[src/rtl/led_driver_pkg.sv]
// Shared state encoding, word size and colour packing for the LED strip driver
// and its serial bit encoder.
package led_driver_pkg;

  localparam int BITS_PER_LED = 24;

  typedef enum logic [1:0] {
    ST_IDLE,
    ST_FETCH,
    ST_SEND,
    ST_LATCH
  } drv_state_e;

  // WS2812B expects green first, then red, then blue, each byte MSB first.
  function automatic logic [BITS_PER_LED-1:0] pack_grb(input logic [7:0] green,
                                                       input logic [7:0] red,
                                                       input logic [7:0] blue);
    return {green, red, blue};
  endfunction

endpackage

[src/rtl/ws2812_bit_encoder.sv]
// Shifts one 24-bit GRB word out as WS2812B NRZ pulses. A new word can be loaded
// in the word_done cycle so consecutive words run with no gap.
module ws2812_bit_encoder
  import led_driver_pkg::*;
#(
  parameter int BIT_CYCLES = 125,
  parameter int T0H_CYCLES = 40,
  parameter int T1H_CYCLES = 80,
  parameter int TIMER_W    = 13
) (
  input  logic                    clk_led,
  input  logic                    rst,
  input  logic                    load,
  input  logic [BITS_PER_LED-1:0] load_word,
  output logic                    strip_out,
  output logic                    word_done
);

  localparam logic [TIMER_W-1:0] BIT_LAST = TIMER_W'(BIT_CYCLES - 1);
  localparam logic [TIMER_W-1:0] T0H_T    = TIMER_W'(T0H_CYCLES);
  localparam logic [TIMER_W-1:0] T1H_T    = TIMER_W'(T1H_CYCLES);
  localparam logic [4:0]         LAST_BIT = 5'(BITS_PER_LED - 1);

  logic [BITS_PER_LED-1:0] shift_q, shift_d;
  logic [4:0]              bit_cnt_q, bit_cnt_d;
  logic [TIMER_W-1:0]      time_cnt_q, time_cnt_d;
  logic                    active_q, active_d;
  logic                    strip_q, strip_d;
  logic                    bit_end;
  logic [TIMER_W-1:0]      high_time;

  always_comb begin
    shift_d    = shift_q;
    bit_cnt_d  = bit_cnt_q;
    time_cnt_d = time_cnt_q;
    active_d   = active_q;
    bit_end    = active_q && (time_cnt_q == BIT_LAST);
    word_done  = bit_end && (bit_cnt_q == LAST_BIT);

    if (load && (!active_q || word_done)) begin
      shift_d    = load_word;
      bit_cnt_d  = '0;
      time_cnt_d = '0;
      active_d   = 1'b1;
    end else if (bit_end) begin
      if (word_done) begin
        active_d   = 1'b0;
        bit_cnt_d  = '0;
        time_cnt_d = '0;
      end else begin
        shift_d    = {shift_q[BITS_PER_LED-2:0], 1'b0};
        bit_cnt_d  = bit_cnt_q + 5'd1;
        time_cnt_d = '0;
      end
    end else if (active_q) begin
      time_cnt_d = time_cnt_q + TIMER_W'(1);
    end

    // The output is registered from next-state values so each bit's high phase
    // starts on the same edge that selects the bit.
    high_time = shift_d[BITS_PER_LED-1] ? T1H_T : T0H_T;
    strip_d   = active_d && (time_cnt_d < high_time);
  end

  always_ff @(posedge clk_led or posedge rst) begin
    if (rst) begin
      shift_q    <= '0;
      bit_cnt_q  <= '0;
      time_cnt_q <= '0;
      active_q   <= 1'b0;
      strip_q    <= 1'b0;
    end else begin
      shift_q    <= shift_d;
      bit_cnt_q  <= bit_cnt_d;
      time_cnt_q <= time_cnt_d;
      active_q   <= active_d;
      strip_q    <= strip_d;
    end
  end

  assign strip_out = strip_q;

endmodule

[src/rtl/led_buffer_strip_driver.sv]
// Reads LED colours from the colour buffer and streams a full WS2812B frame per
// request, prefetching the next LED while the current one shifts out.
module led_buffer_strip_driver
  import led_driver_pkg::*;
#(
  parameter int NUM_LEDS          = 50,
  parameter int LED_ADDRESS_WIDTH = 10,
  parameter int READ_LATENCY      = 2,
  parameter int BIT_CYCLES        = 125,
  parameter int T0H_CYCLES        = 40,
  parameter int T1H_CYCLES        = 80,
  parameter int RESET_CYCLES      = 6000
) (
  input  logic                         clk_led,
  input  logic                         rst,
  input  logic                         frame_start,
  output logic [LED_ADDRESS_WIDTH-1:0] next_led_request_address,
  input  logic [7:0]                   green_in,
  input  logic [7:0]                   red_in,
  input  logic [7:0]                   blue_in,
  output logic                         strip_out,
  output logic                         busy,
  output logic                         frame_done
);

  localparam int MAX_TIME = (BIT_CYCLES > RESET_CYCLES) ? BIT_CYCLES : RESET_CYCLES;
  localparam int TIMER_W  = $clog2(MAX_TIME);
  localparam int LAT_W    = $clog2(READ_LATENCY + 2);
  localparam int AW       = LED_ADDRESS_WIDTH;

  localparam logic [AW-1:0]      LAST_IDX   = AW'(NUM_LEDS - 1);
  localparam logic [AW-1:0]      ADDR_ONE   = AW'(1);
  localparam logic [LAT_W-1:0]   RD_LAST    = LAT_W'(READ_LATENCY);
  localparam logic [TIMER_W-1:0] LATCH_LAST = TIMER_W'(RESET_CYCLES - 1);

  if (!(NUM_LEDS >= 1 && T0H_CYCLES < T1H_CYCLES && T1H_CYCLES < BIT_CYCLES &&
        READ_LATENCY < BITS_PER_LED * BIT_CYCLES)) begin : g_param_check
    $error("led_buffer_strip_driver: inconsistent timing parameters");
  end

  drv_state_e              state_q, state_d;
  logic [AW-1:0]           addr_q, addr_d;
  logic [AW-1:0]           idx_q, idx_d;
  logic [AW-1:0]           idx_next;
  logic [LAT_W-1:0]        rd_cnt_q, rd_cnt_d;
  logic                    rd_pending_q, rd_pending_d;
  logic [BITS_PER_LED-1:0] stage_q, stage_d;
  logic [TIMER_W-1:0]      latch_cnt_q, latch_cnt_d;
  logic                    busy_q, busy_d;
  logic                    frame_done_q, frame_done_d;
  logic                    enc_load;
  logic [BITS_PER_LED-1:0] enc_word;
  logic                    enc_word_done;

  always_comb begin
    state_d      = state_q;
    addr_d       = addr_q;
    idx_d        = idx_q;
    idx_next     = idx_q + ADDR_ONE;
    rd_cnt_d     = rd_cnt_q;
    rd_pending_d = rd_pending_q;
    stage_d      = stage_q;
    latch_cnt_d  = latch_cnt_q;
    busy_d       = busy_q;
    frame_done_d = 1'b0;
    enc_load     = 1'b0;
    enc_word     = stage_q;

    unique case (state_q)
      ST_IDLE: begin
        // The frame_done cycle still counts as busy for request acceptance.
        if (frame_start && !frame_done_q) begin
          state_d  = ST_FETCH;
          busy_d   = 1'b1;
          addr_d   = '0;
          idx_d    = '0;
          rd_cnt_d = '0;
        end
      end

      ST_FETCH: begin
        if (rd_cnt_q == RD_LAST) begin
          enc_load = 1'b1;
          enc_word = pack_grb(green_in, red_in, blue_in);
          state_d  = ST_SEND;
          if (idx_q != LAST_IDX) begin
            addr_d       = idx_next;
            rd_pending_d = 1'b1;
            rd_cnt_d     = '0;
          end
        end else begin
          rd_cnt_d = rd_cnt_q + LAT_W'(1);
        end
      end

      ST_SEND: begin
        if (rd_pending_q) begin
          if (rd_cnt_q == RD_LAST) begin
            stage_d      = pack_grb(green_in, red_in, blue_in);
            rd_pending_d = 1'b0;
          end else begin
            rd_cnt_d = rd_cnt_q + LAT_W'(1);
          end
        end
        // Next LED is handed over on the last cycle of bit 23, keeping bit timing seamless.
        if (enc_word_done) begin
          if (idx_q == LAST_IDX) begin
            state_d     = ST_LATCH;
            latch_cnt_d = '0;
          end else begin
            enc_load = 1'b1;
            enc_word = stage_q;
            idx_d    = idx_next;
            if (idx_next != LAST_IDX) begin
              addr_d       = idx_next + ADDR_ONE;
              rd_pending_d = 1'b1;
              rd_cnt_d     = '0;
            end
          end
        end
      end

      ST_LATCH: begin
        if (latch_cnt_q == LATCH_LAST) begin
          state_d      = ST_IDLE;
          frame_done_d = 1'b1;
          busy_d       = 1'b0;
          addr_d       = '0;
        end else begin
          latch_cnt_d = latch_cnt_q + TIMER_W'(1);
        end
      end

      default: state_d = ST_IDLE;
    endcase
  end

  always_ff @(posedge clk_led or posedge rst) begin
    if (rst) begin
      state_q      <= ST_IDLE;
      addr_q       <= '0;
      idx_q        <= '0;
      rd_cnt_q     <= '0;
      rd_pending_q <= 1'b0;
      stage_q      <= '0;
      latch_cnt_q  <= '0;
      busy_q       <= 1'b0;
      frame_done_q <= 1'b0;
    end else begin
      state_q      <= state_d;
      addr_q       <= addr_d;
      idx_q        <= idx_d;
      rd_cnt_q     <= rd_cnt_d;
      rd_pending_q <= rd_pending_d;
      stage_q      <= stage_d;
      latch_cnt_q  <= latch_cnt_d;
      busy_q       <= busy_d;
      frame_done_q <= frame_done_d;
    end
  end

  ws2812_bit_encoder #(
    .BIT_CYCLES (BIT_CYCLES),
    .T0H_CYCLES (T0H_CYCLES),
    .T1H_CYCLES (T1H_CYCLES),
    .TIMER_W    (TIMER_W)
  ) u_encoder (
    .clk_led   (clk_led),
    .rst       (rst),
    .load      (enc_load),
    .load_word (enc_word),
    .strip_out (strip_out),
    .word_done (enc_word_done)
  );

  assign next_led_request_address = addr_q;
  assign busy                     = busy_q;
  assign frame_done               = frame_done_q;

endmodule

[config.mk]
export PLATFORM = sky130hd
export DESIGN_NAME = led_buffer_strip_driver
export DESIGN_NICKNAME = d
export VERILOG_FILES = /design/src/rtl/led_driver_pkg.sv /design/src/rtl/ws2812_bit_encoder.sv /design/src/rtl/led_buffer_strip_driver.sv
export SDC_FILE = /design/constraint.sdc
export NUM_CORES = 1
export LEC_CHECK = 0
export CAP_MARGIN = 20
export CELL_PAD_IN_SITES_DETAIL_PLACEMENT = 1
export CELL_PAD_IN_SITES_GLOBAL_PLACEMENT = 2
export CORE_AREA = 2 2 181 130
export CTS_BUF_LIST = sky130_fd_sc_hd__clkbuf_16
export CTS_CLUSTER_SIZE = 8
export DETAILED_ROUTE_END_ITERATION = 8
export DIE_AREA = 0 0 183 132
export DONT_BUFFER_PORTS = 1
export PLACE_DENSITY = 0.57
export SYNTH_ARGS = -nofsm -noshare
export SYNTH_HDL_FRONTEND = slang
export SYNTH_SLANG_ARGS = --single-unit
export TNS_END_PERCENT = 20
[constraint.sdc]
create_clock -name clk_led -period 5.4 [get_ports clk_led]
set_input_delay 1.62 -clock clk_led [delete_from_list [all_inputs] [get_ports clk_led]]
set_output_delay 1.62 -clock clk_led [all_outputs]
set_load 0.1 [all_outputs]
-- Yosys cells after proc, flatten, opt, wreduce, memory -nomap -nowiden
Cells that the tools add are included.
- add/sub/neg operators: 6
- multipliers: 0
- div/mod/pow operators: 0
- $lt $le $gt $ge: 1
- equal/unequal tests: 21
- shift-type cells: 0
- muxes and demuxes: 62
- bitwise logic cells: 0
- reduce and logical (&&, ||, !) cells: 24
- operator list (kind ; number):
    two-way mux 24 bit ; 5
    two-way mux 10 bit ; 9
    two-way mux 13 bit ; 6
    case mux 10 bit (4 select lines) ; 1
    adder 13 x 1 -> 13 bit (second input constant) ; 2
    two-way mux 2 bit ; 13
    case mux 13 bit (2 select lines) ; 1
    adder 10 x 1 -> 10 bit (second input constant) ; 2
    != test 10 x 6 -> 1 bit (second input constant) ; 2
    case mux 10 bit (2 select lines) ; 1
    != test 2 bit (second input constant) ; 9
    two-way mux 1 bit ; 17
    two-way mux 5 bit ; 3
    == test 13 bit (second input constant) ; 1
    == test 13 x 7 -> 1 bit (second input constant) ; 1
    < comparator 13 bit ; 1
    == test 10 x 6 -> 1 bit (second input constant) ; 1
    nonzero test 2 bit ; 5
    AND reduction 3 bit ; 3
    case mux 2 bit (4 select lines) ; 1
    AND reduction 4 bit ; 2
    two-way mux 7 bit ; 1
    AND reduction 7 bit ; 1
    == test 2 bit (second input constant) ; 3
    other kinds (15) ; 23
- flip-flop bits (word level): 108
- latch bits: 0
- bits in writable memories: 0
- ROM bits: 0
- output and inout port bits: 13
- word-level logic and storage cells: 129
- memories kept: 0

-- Logic depth before layout (Yosys ltp)
Gate-level depths: netlist (run 1).
- depth after elaboration: 10
- gate-level depth with buffers: 17

-- Modules after synthesis
From an unflattened synthesis (run 1), not the netlist that was laid out.
- cells, all modules: 606
- area total of the unflattened synthesis: 6158.4 um2
- by module, submodules not included (module ; times used ; cells an instance ; area an instance (um2) ; sequential area each (um2)):
    led_buffer_strip_driver ; 1 ; 391 ; 3867.5 ; 1601.5
    ws2812_bit_encoder ; 1 ; 215 ; 2290.9 ; 1101.1

-- Least setup slack after synthesis (run 1)
No wires, ideal clock.
- path kind: reg-to-reg
- from: reg idx_q[1]
- to: reg u_encoder.strip_q (netlist: u_encoder.strip_out)
- library setup time: 94 ps
- arrival time: 3162 ps
- required time: 5306 ps
- setup slack: 2144 ps
- stages on the path, launching flop included: 18
- path buffers: 3
- path through: dfrtp_1 buf_2 inv_1 ha_1 nor4b_2 and3_1 buf_2 o21ai_0 a31oi_1 buf_2 mux2i_1 inv_1 ha_1 and3_1 nor2b_1 nor3b_1 a31oi_1 a211oi_1
- cells in the longest elaborated chain, start to end: 9
- elaborated cells on any way between the ends: 11
- ends and longest elaborated chain (item ; RTL line ; text):
    start: declaration ; led_buffer_strip_driver.sv:43 ; logic [AW-1:0] idx_q, idx_d;
    start signal: assignment ; led_buffer_strip_driver.sv:152 ; idx_q <= idx_d;
    == test 10 x 6 -> 1 bit ; led_buffer_strip_driver.sv:107 ; if (idx_q == LAST_IDX) begin
    two-way mux 1 bit ; led_buffer_strip_driver.sv:107 ;
    two-way mux 1 bit ; led_buffer_strip_driver.sv:106 ; if (enc_word_done) begin
    case mux 1 bit (2 select lines) ; led_buffer_strip_driver.sv:69 ; unique case (state_q)
    logical AND 1 bit ; ws2812_bit_encoder.sv:40 ; if (load && (!active_q || word_done)) begin
    two-way mux 24 bit ; ws2812_bit_encoder.sv:40 ;
    two-way mux 7 bit ; ws2812_bit_encoder.sv:61 ; high_time = shift_d[BITS_PER_LED-1] ? T1H_T : T0H_T;
    named net u_encoder.high_time[4] ; ws2812_bit_encoder.sv:30 ; logic [TIMER_W-1:0] high_time;
    < comparator 13 bit ; ws2812_bit_encoder.sv:62 ; strip_d = active_d && (time_cnt_d < high_time);
    logical AND 1 bit ; ws2812_bit_encoder.sv:62 ;
    named net u_encoder.strip_d ; ws2812_bit_encoder.sv:28 ; logic strip_q, strip_d;
    end signal: assignment ; ws2812_bit_encoder.sv:77 ; strip_q <= strip_d;
    end: declaration ; ws2812_bit_encoder.sv:28 ;
The timed path passes the listed nets, and every way through them passes these cells.
A chain may end at the register's enable or synchronous reset.

-- Worst setup path after layout (run 1)
- from: reg state_q[0]
- to: reg u_encoder.strip_q (netlist: u_encoder.strip_out)
- cells in the longest elaborated chain, start to end: 7
- elaborated cells on any way between the ends: 11
- ends and longest elaborated chain (item ; RTL line ; text):
    start: declaration ; led_buffer_strip_driver.sv:41 ; drv_state_e state_q, state_d;
    start signal: assignment ; led_buffer_strip_driver.sv:150 ; state_q <= state_d;
    == test 2 bit / == test 2 x 1 -> 1 bit (equally long branches) ; led_buffer_strip_driver.sv:69 ;
    case mux 1 bit (2 select lines) ; led_buffer_strip_driver.sv:69 ;
    logical AND 1 bit ; ws2812_bit_encoder.sv:40 ;
    two-way mux 24 bit (*) ; ws2812_bit_encoder.sv:40 ;
    two-way mux 7 bit (*) ; ws2812_bit_encoder.sv:61 ;
    named net u_encoder.high_time[4] ; ws2812_bit_encoder.sv:30 ;
    < comparator 13 bit (*) ; ws2812_bit_encoder.sv:62 ;
    logical AND 1 bit (*) ; ws2812_bit_encoder.sv:62 ;
    named net u_encoder.strip_d ; ws2812_bit_encoder.sv:28 ;
Mark *: on every way through the listed nets, which the timed path passes. The rest lies on a longest branch.

==> impl_metrics.json, run 1 <==
{
  "post_drt_wl_per_cell_um": 18.5,
  "dieArea_um2": 24200,
  "required_ns": 5.68,
  "final_util_pct": 30.4,
  "drc": 0,
  "final.setup.worst_slack_ns": 1.35,
  "final_antenna_net_count": 0,
  "seq_area_frac_synth_pct": 43.5,
  "top_usage_layer": "met1",
  "final_cell_mix": "108 x dfrtp_1, 89 x nand2_1, 41 x nor2_1",
  "cp-endpoint": "u_encoder.strip_out",
  "report.final.slew_viol_count": 0,
  "multi_input_area_um2": 3260,
  "tightestPinTransition_ns": 0.936,
  "core_um2": 22300,
  "synthCells": 646,
  "first_iter_violations": 186,
  "met3_usage_pct": 3.62,
  "ys.flop_type": "dfrtp_1",
  "synth_top_cell_by_area": "dfrtp_1",
  "hold_viol_final": 0,
  "setup_viol": 0,
  "hold-worst-slack_ns": 0.510,
  "drive_above_1_share_pct": 12.4,
  "cp-end-kind": "flip-flop",
  "rsz0062_at_grt": "no",
  "seq_area_um2": 2700,
  "grtUsageMet2_pct": 21.3,
  "place.port_buffers": 0,
  "powerDensity_nw_per_um2": 458,
  "cts.sinks": 108,
  "fill_cells": 2576,
  "dp_slack_ns": 1.34,
  "fp.dieW_um": 183,
  "path_max_fanout": 30,
  "final_common_cell": "dfrtp_1",
  "ys_top_cells_by_area": "dfrtp_1 44%, mux2_2 6.3%, nand2_1 5.4%, a221o_1 3.9%, ha_1 3.6%",
  "cts_resized": 0,
  "yosys_warnings": 0,
  "grt_pass1_vias": 5036,
  "via_count": 4757,
  "reg2reg_to": "u_encoder.strip_out",
  "htreeDepth": 3,
  "clock_path_buffers": 2,
  "synth.avg_cell_area_um2": 9.61,
  "synth_edf_count": 0,
  "crit_arrival_ns": 4.33,
  "grt-ovfl-total": 0,
  "cts-root-buf": "clkbuf_16",
  "relSlewSlack_pct": 37.6,
  "met1_usage_pct": 22.2,
  "gp_congestion": 0.787,
  "startpoint": "state_q[0]",
  "dr.pass1.iters": 4,
  "grt_start_max_net_pins": 40,
  "postCtsHoldBufs": 0,
  "yosysTopAreaCellShare_pct": 43.5,
  "vdd_drop_max_mv": 0.164,
  "boundaryPins": 40,
  "leakage_nw": 2.80,
  "cts_made_buffers": 9,
  "clk_pin_slew_ns": 0.08,
  "setup-tns-final_ns": 0,
  "r2r_slack_ns": 1.35,
  "grt_antenna_before_repair": 1,
  "crit_type": "reg -> reg",
  "syn_nets": 691,
  "grt_usage_pct": 14.8,
  "dp_hpwl_mm": 11.9,
  "syn-cell-area_um2": 6210,
  "async_flop_share_pct": 100,
  "cts_tree": "done",
  "reg2reg_depth": 14,
  "fin_worst_skew_ns": 0.0108,
  "antenna_cells": 0,
  "yosys_register_bits": 108,
  "fin_nets": 669,
  "r2r-start": "state_q[0]",
  "clock_latency_ns": 0.37,
  "fin_crit_sh_pct": 75.0,
  "grt_pass1_wl_mm": 28.3,
  "cap_violations": 0,
  "start_util_pct": 27.8,
  "die_y_um": 132,
  "area.growth.synth_to_final_pct": 9.35,
  "routed_via_density": 5.19,
  "fin_crit_ns": 4.05,
  "post_cts_buffers": 0,
  "startpoint_type": "flip-flop",
  "design_power_total_w": 0.00311,
  "synth.distinct_cells": 69,
  "finalWirelength_mm": 17.0,
  "rows": 46,
  "max_freq_mhz": 247,
  "hp-class": "reg -> reg",
  "status": "completed"
}
## registers in the layout (all words and copies together) (netlist names), 2 cells and up
signal,cells
stage_q,24
next_led_request_address,10
latch_cnt_q,13
rd_cnt_q,2
idx_q,10
state_q,2
u_encoder.time_cnt_q,13
u_encoder.bit_cnt_q,5
u_encoder.shift_q,24
## final cells by class
cell class | count | area share (%)
Clock inverter | 7 | 1.44
Sequential cell | 108 | 39.8
Tap cell | 288 | 5.31
Clock buffer | 9 | 3.32
Timing Repair Buffer | 10 | 1.11
Multi-Input combinational cell | 477 | 48.0
Inverter | 18 | 1.03
## worst min-delay path by stage
stage	depth (start not counted)	end	slack, ns	from
2_1_floorplan	1	u_encoder.shift_q[22]	0.48	u_encoder.shift_q[22]
3_3_place_gp	1	stage_q[6]	0.49	stage_q[6]
3_5_place_dp	1	stage_q[11]	0.49	stage_q[11]
6_report	1	stage_q[11]	0.51	stage_q[11]
4_1_cts	1	stage_q[11]	0.51	stage_q[11]
5_1_grt	1	stage_q[10]	0.53	stage_q[10]
## per-stage QoR
stage	std cells	instance area, um2
floorplan	646	6210
global placement	900	6460
detailed placement	900	6460
CTS	916	6780
global route	917	6790
finish	917	6790
## layer usage
layer  vias up  part of all wire, %
li1       2275                    -
met1      2412                   53
met2        57                   42
met3        13                  3.8
met4         0                  1.0
met5         -                    0
## cell families after synthesis
family | share of synthesized area [%]
buf+inv | 4.09
compound gates | 16.0
fa+ha+maj | 3.63
flops | 43.5
simple gates | 20.3
mux | 7.98
xor+xnor | 4.52
## cell usage after synthesis, types with 11 or more instances
cell type  number
a21oi_1        38
nor2_1         41
nand2_1        89
dfrtp_1       108
xor2_1         11
o21ai_0        27
a221o_1        24
nor3_1         12
xnor2_1        21
clkbuf_1       25
ha_1           18
inv_1          17
buf_2          12
nand3_1        17
mux2_2         35
## critical path, cell delays in order, from the launching register on
cell      delay, ns
dfrtp_1        0.41
inv_1          0.09
ha_1           0.61
nand2_1        0.26
nor3_1         0.61
a31oi_2        0.05
buf_4          0.26
mux2i_1        0.37
inv_1          0.12
ha_1           0.30
and3_1         0.19
nor2b_1        0.13
nor3b_1        0.22
a31oi_1        0.11
a211oi_1       0.22
## power breakdown
group	internal (W)	switching [W]	total, W	leakage (nW)
clock	0.000410	0.000327	0.000738	0.163
combinational	0.000463	0.000593	0.00106	1.29
sequential	0.00106	0.000258	0.00132	1.35
total	0.00193	0.00118	0.00311	2.80
Note: power is estimated with default switching activity, not from simulation.
==> inputs of run 2 (changes only) <==
clock period = 3.9 ns   (was 5.4 ns; I/O delays follow)
==> run 2 against run 1 <==
Sequential power is 38% higher. Clock-buffer cell count stayed put. Power is 39% higher. Critical endpoint unchanged. Hold slack worse by 0.00069 ns. Register-to-register slack worse by 1.1 ns. Fmax is 12% higher. Wire length is 0.85% lower. Flip-flop and latch count stayed put.
==> impl_metrics.json, run 2 (synthesized netlist as in run 1, its figures left out) <==
{
  "placed_area_um2": 6540,
  "crit_arrival_ns": 3.88,
  "finalWirelength_mm": 16.8,
  "max_freq_mhz": 277,
  "fin_worst_skew_ns": 0.0128,
  "core_um2": 22300,
  "setup-tns-final_ns": 0,
  "relSlewSlack_pct": 36.1,
  "gp_congestion": 0.733,
  "drc": 0,
  "postCtsHoldBufs": 0,
  "htreeDepth": 3,
  "design_area_um2": 6870,
  "grt_usage_pct": 14.7,
  "fp.dieW_um": 183,
  "clock_path_buffers": 2,
  "tightestPinTransition_ns": 0.959,
  "clk_pin_slew_ns": 0.08,
  "first_iter_violations": 232,
  "clock_latency_ns": 0.37,
  "post_cts_buffers": 0,
  "hold_viol_final": 0,
  "multi_input_area_um2": 3260,
  "post_drt_wl_per_cell_um": 18.2,
  "setup_viol": 0,
  "final_cell_mix": "108 x dfrtp_1, 89 x nand2_1, 41 x nor2_1",
  "grt_start_max_net_pins": 71,
  "startpoint_type": "flip-flop",
  "reg2reg_depth": 14,
  "powerDensity_nw_per_um2": 631,
  "r2r-start": "idx_q[1]",
  "drive_above_1_share_pct": 13.8,
  "cts_tree": "done",
  "cts_resized": 0,
  "rows": 46,
  "place.port_buffers": 0,
  "path_max_fanout": 11,
  "grt_antenna_before_repair": 0,
  "hold-worst-slack_ns": 0.510,
  "cp-endpoint": "u_encoder.strip_out",
  "start_util_pct": 27.8,
  "cts_made_buffers": 9,
  "via_count": 4795,
  "top_regs": "stage_q: 24 flops, u_encoder.shift_q: 24 flops",
  "fin_crit_sh_pct": 92.4,
  "fin_crit_ns": 3.61,
  "crit_type": "reg -> reg",
  "dp_hpwl_mm": 11.9,
  "grt_pass1_wl_mm": 28.3,
  "antenna_cells": 0,
  "grt-ovfl-total": 0,
  "fill_cells": 2558,
  "final_antenna_net_count": 0,
  "fin_nets": 678,
  "dieArea_um2": 24200,
  "grt_pass1_vias": 5141,
  "report.final.slew_viol_count": 0,
  "cp-end-kind": "flip-flop",
  "vdd_drop_max_mv": 0.224,
  "status": "completed",
  "startpoint": "idx_q[1]",
  "rsz0062_at_grt": "no",
  "die_y_um": 132,
  "hp-class": "reg -> reg",
  "cap_violations": 0,
  "cts-root-buf": "clkbuf_16",
  "seq_area_um2": 2700,
  "leakage_nw": 2.84,
  "cts.sinks": 108,
  "required_ns": 4.17,
  "design_power_total_w": 0.00434,
  "dr.pass1.iters": 4,
  "reg2reg_to": "u_encoder.strip_out",
  "routed_via_density": 5.18,
  "r2r_slack_ns": 0.29,
  "final_common_cell": "dfrtp_1",
  "area.growth.synth_to_final_pct": 10.6,
  "boundaryPins": 40
}
-- run 2: metrics by stage --
stage	std cells	worst slack (ns)	utilization [%]
after floorplan	646	0.644	-
after global placement	909	0.521	29.3
after detailed placement	909	0.338	29.3
after CTS	925	0.301	30.7
after global routing	926	0.00271	30.7
final	926	0.295	30.7
-- run 2: cell type report --
type / instances / share of cell area, %
clock inverter: 7 / 1.37
tap: 288 / 5.25
inverter: 18 / 1.04
sequential: 108 / 39.4
clock buffer: 9 / 3.28
multi-input combinational: 477 / 47.4
timing repair buffer: 19 / 2.26
-- run 2: critical path, stage by stage (launching register included) --
cell	delay [ns]
dfrtp_1	0.52
inv_1	0.13
ha_1	0.15
nor4b_2	0.21
and3_1	0.38
o21ai_0	0.15
a31oi_2	0.24
mux2i_1	0.40
inv_1	0.12
ha_1	0.32
and3_1	0.16
nor2b_1	0.13
nor3b_1	0.22
a31oi_1	0.13
a211oi_1	0.25
-- run 2: power breakdown --
group	internal (W)	switching [W]	total, W
Sequential	0.00147	0.000356	0.00182
Combinational	0.000662	0.000848	0.00151
Clock	0.000517	0.000484	0.00100
Total	0.00265	0.00169	0.00434
-- run 2: worst min-delay path by stage --
stage | start | end | slack [ns] | cells past startpoint
finish | stage_q[10] | stage_q[10] | 0.51 | 1
global route | stage_q[21] | stage_q[21] | 0.53 | 1
CTS | stage_q[11] | stage_q[11] | 0.51 | 1
detailed placement | stage_q[21] | stage_q[21] | 0.49 | 1
global placement | stage_q[21] | stage_q[21] | 0.49 | 1
floorplan | u_encoder.shift_q[22] | u_encoder.shift_q[22] | 0.48 | 1
-- run 2: layer usage --
metal  global-route usage [%]  vias up  wire, um
met5                        0        -         0
met4                     3.16        0       145
met3                     3.45        9       476
met2                     22.7       48      7360
met1                     20.8     2438      8860
li1                         -     2300         -
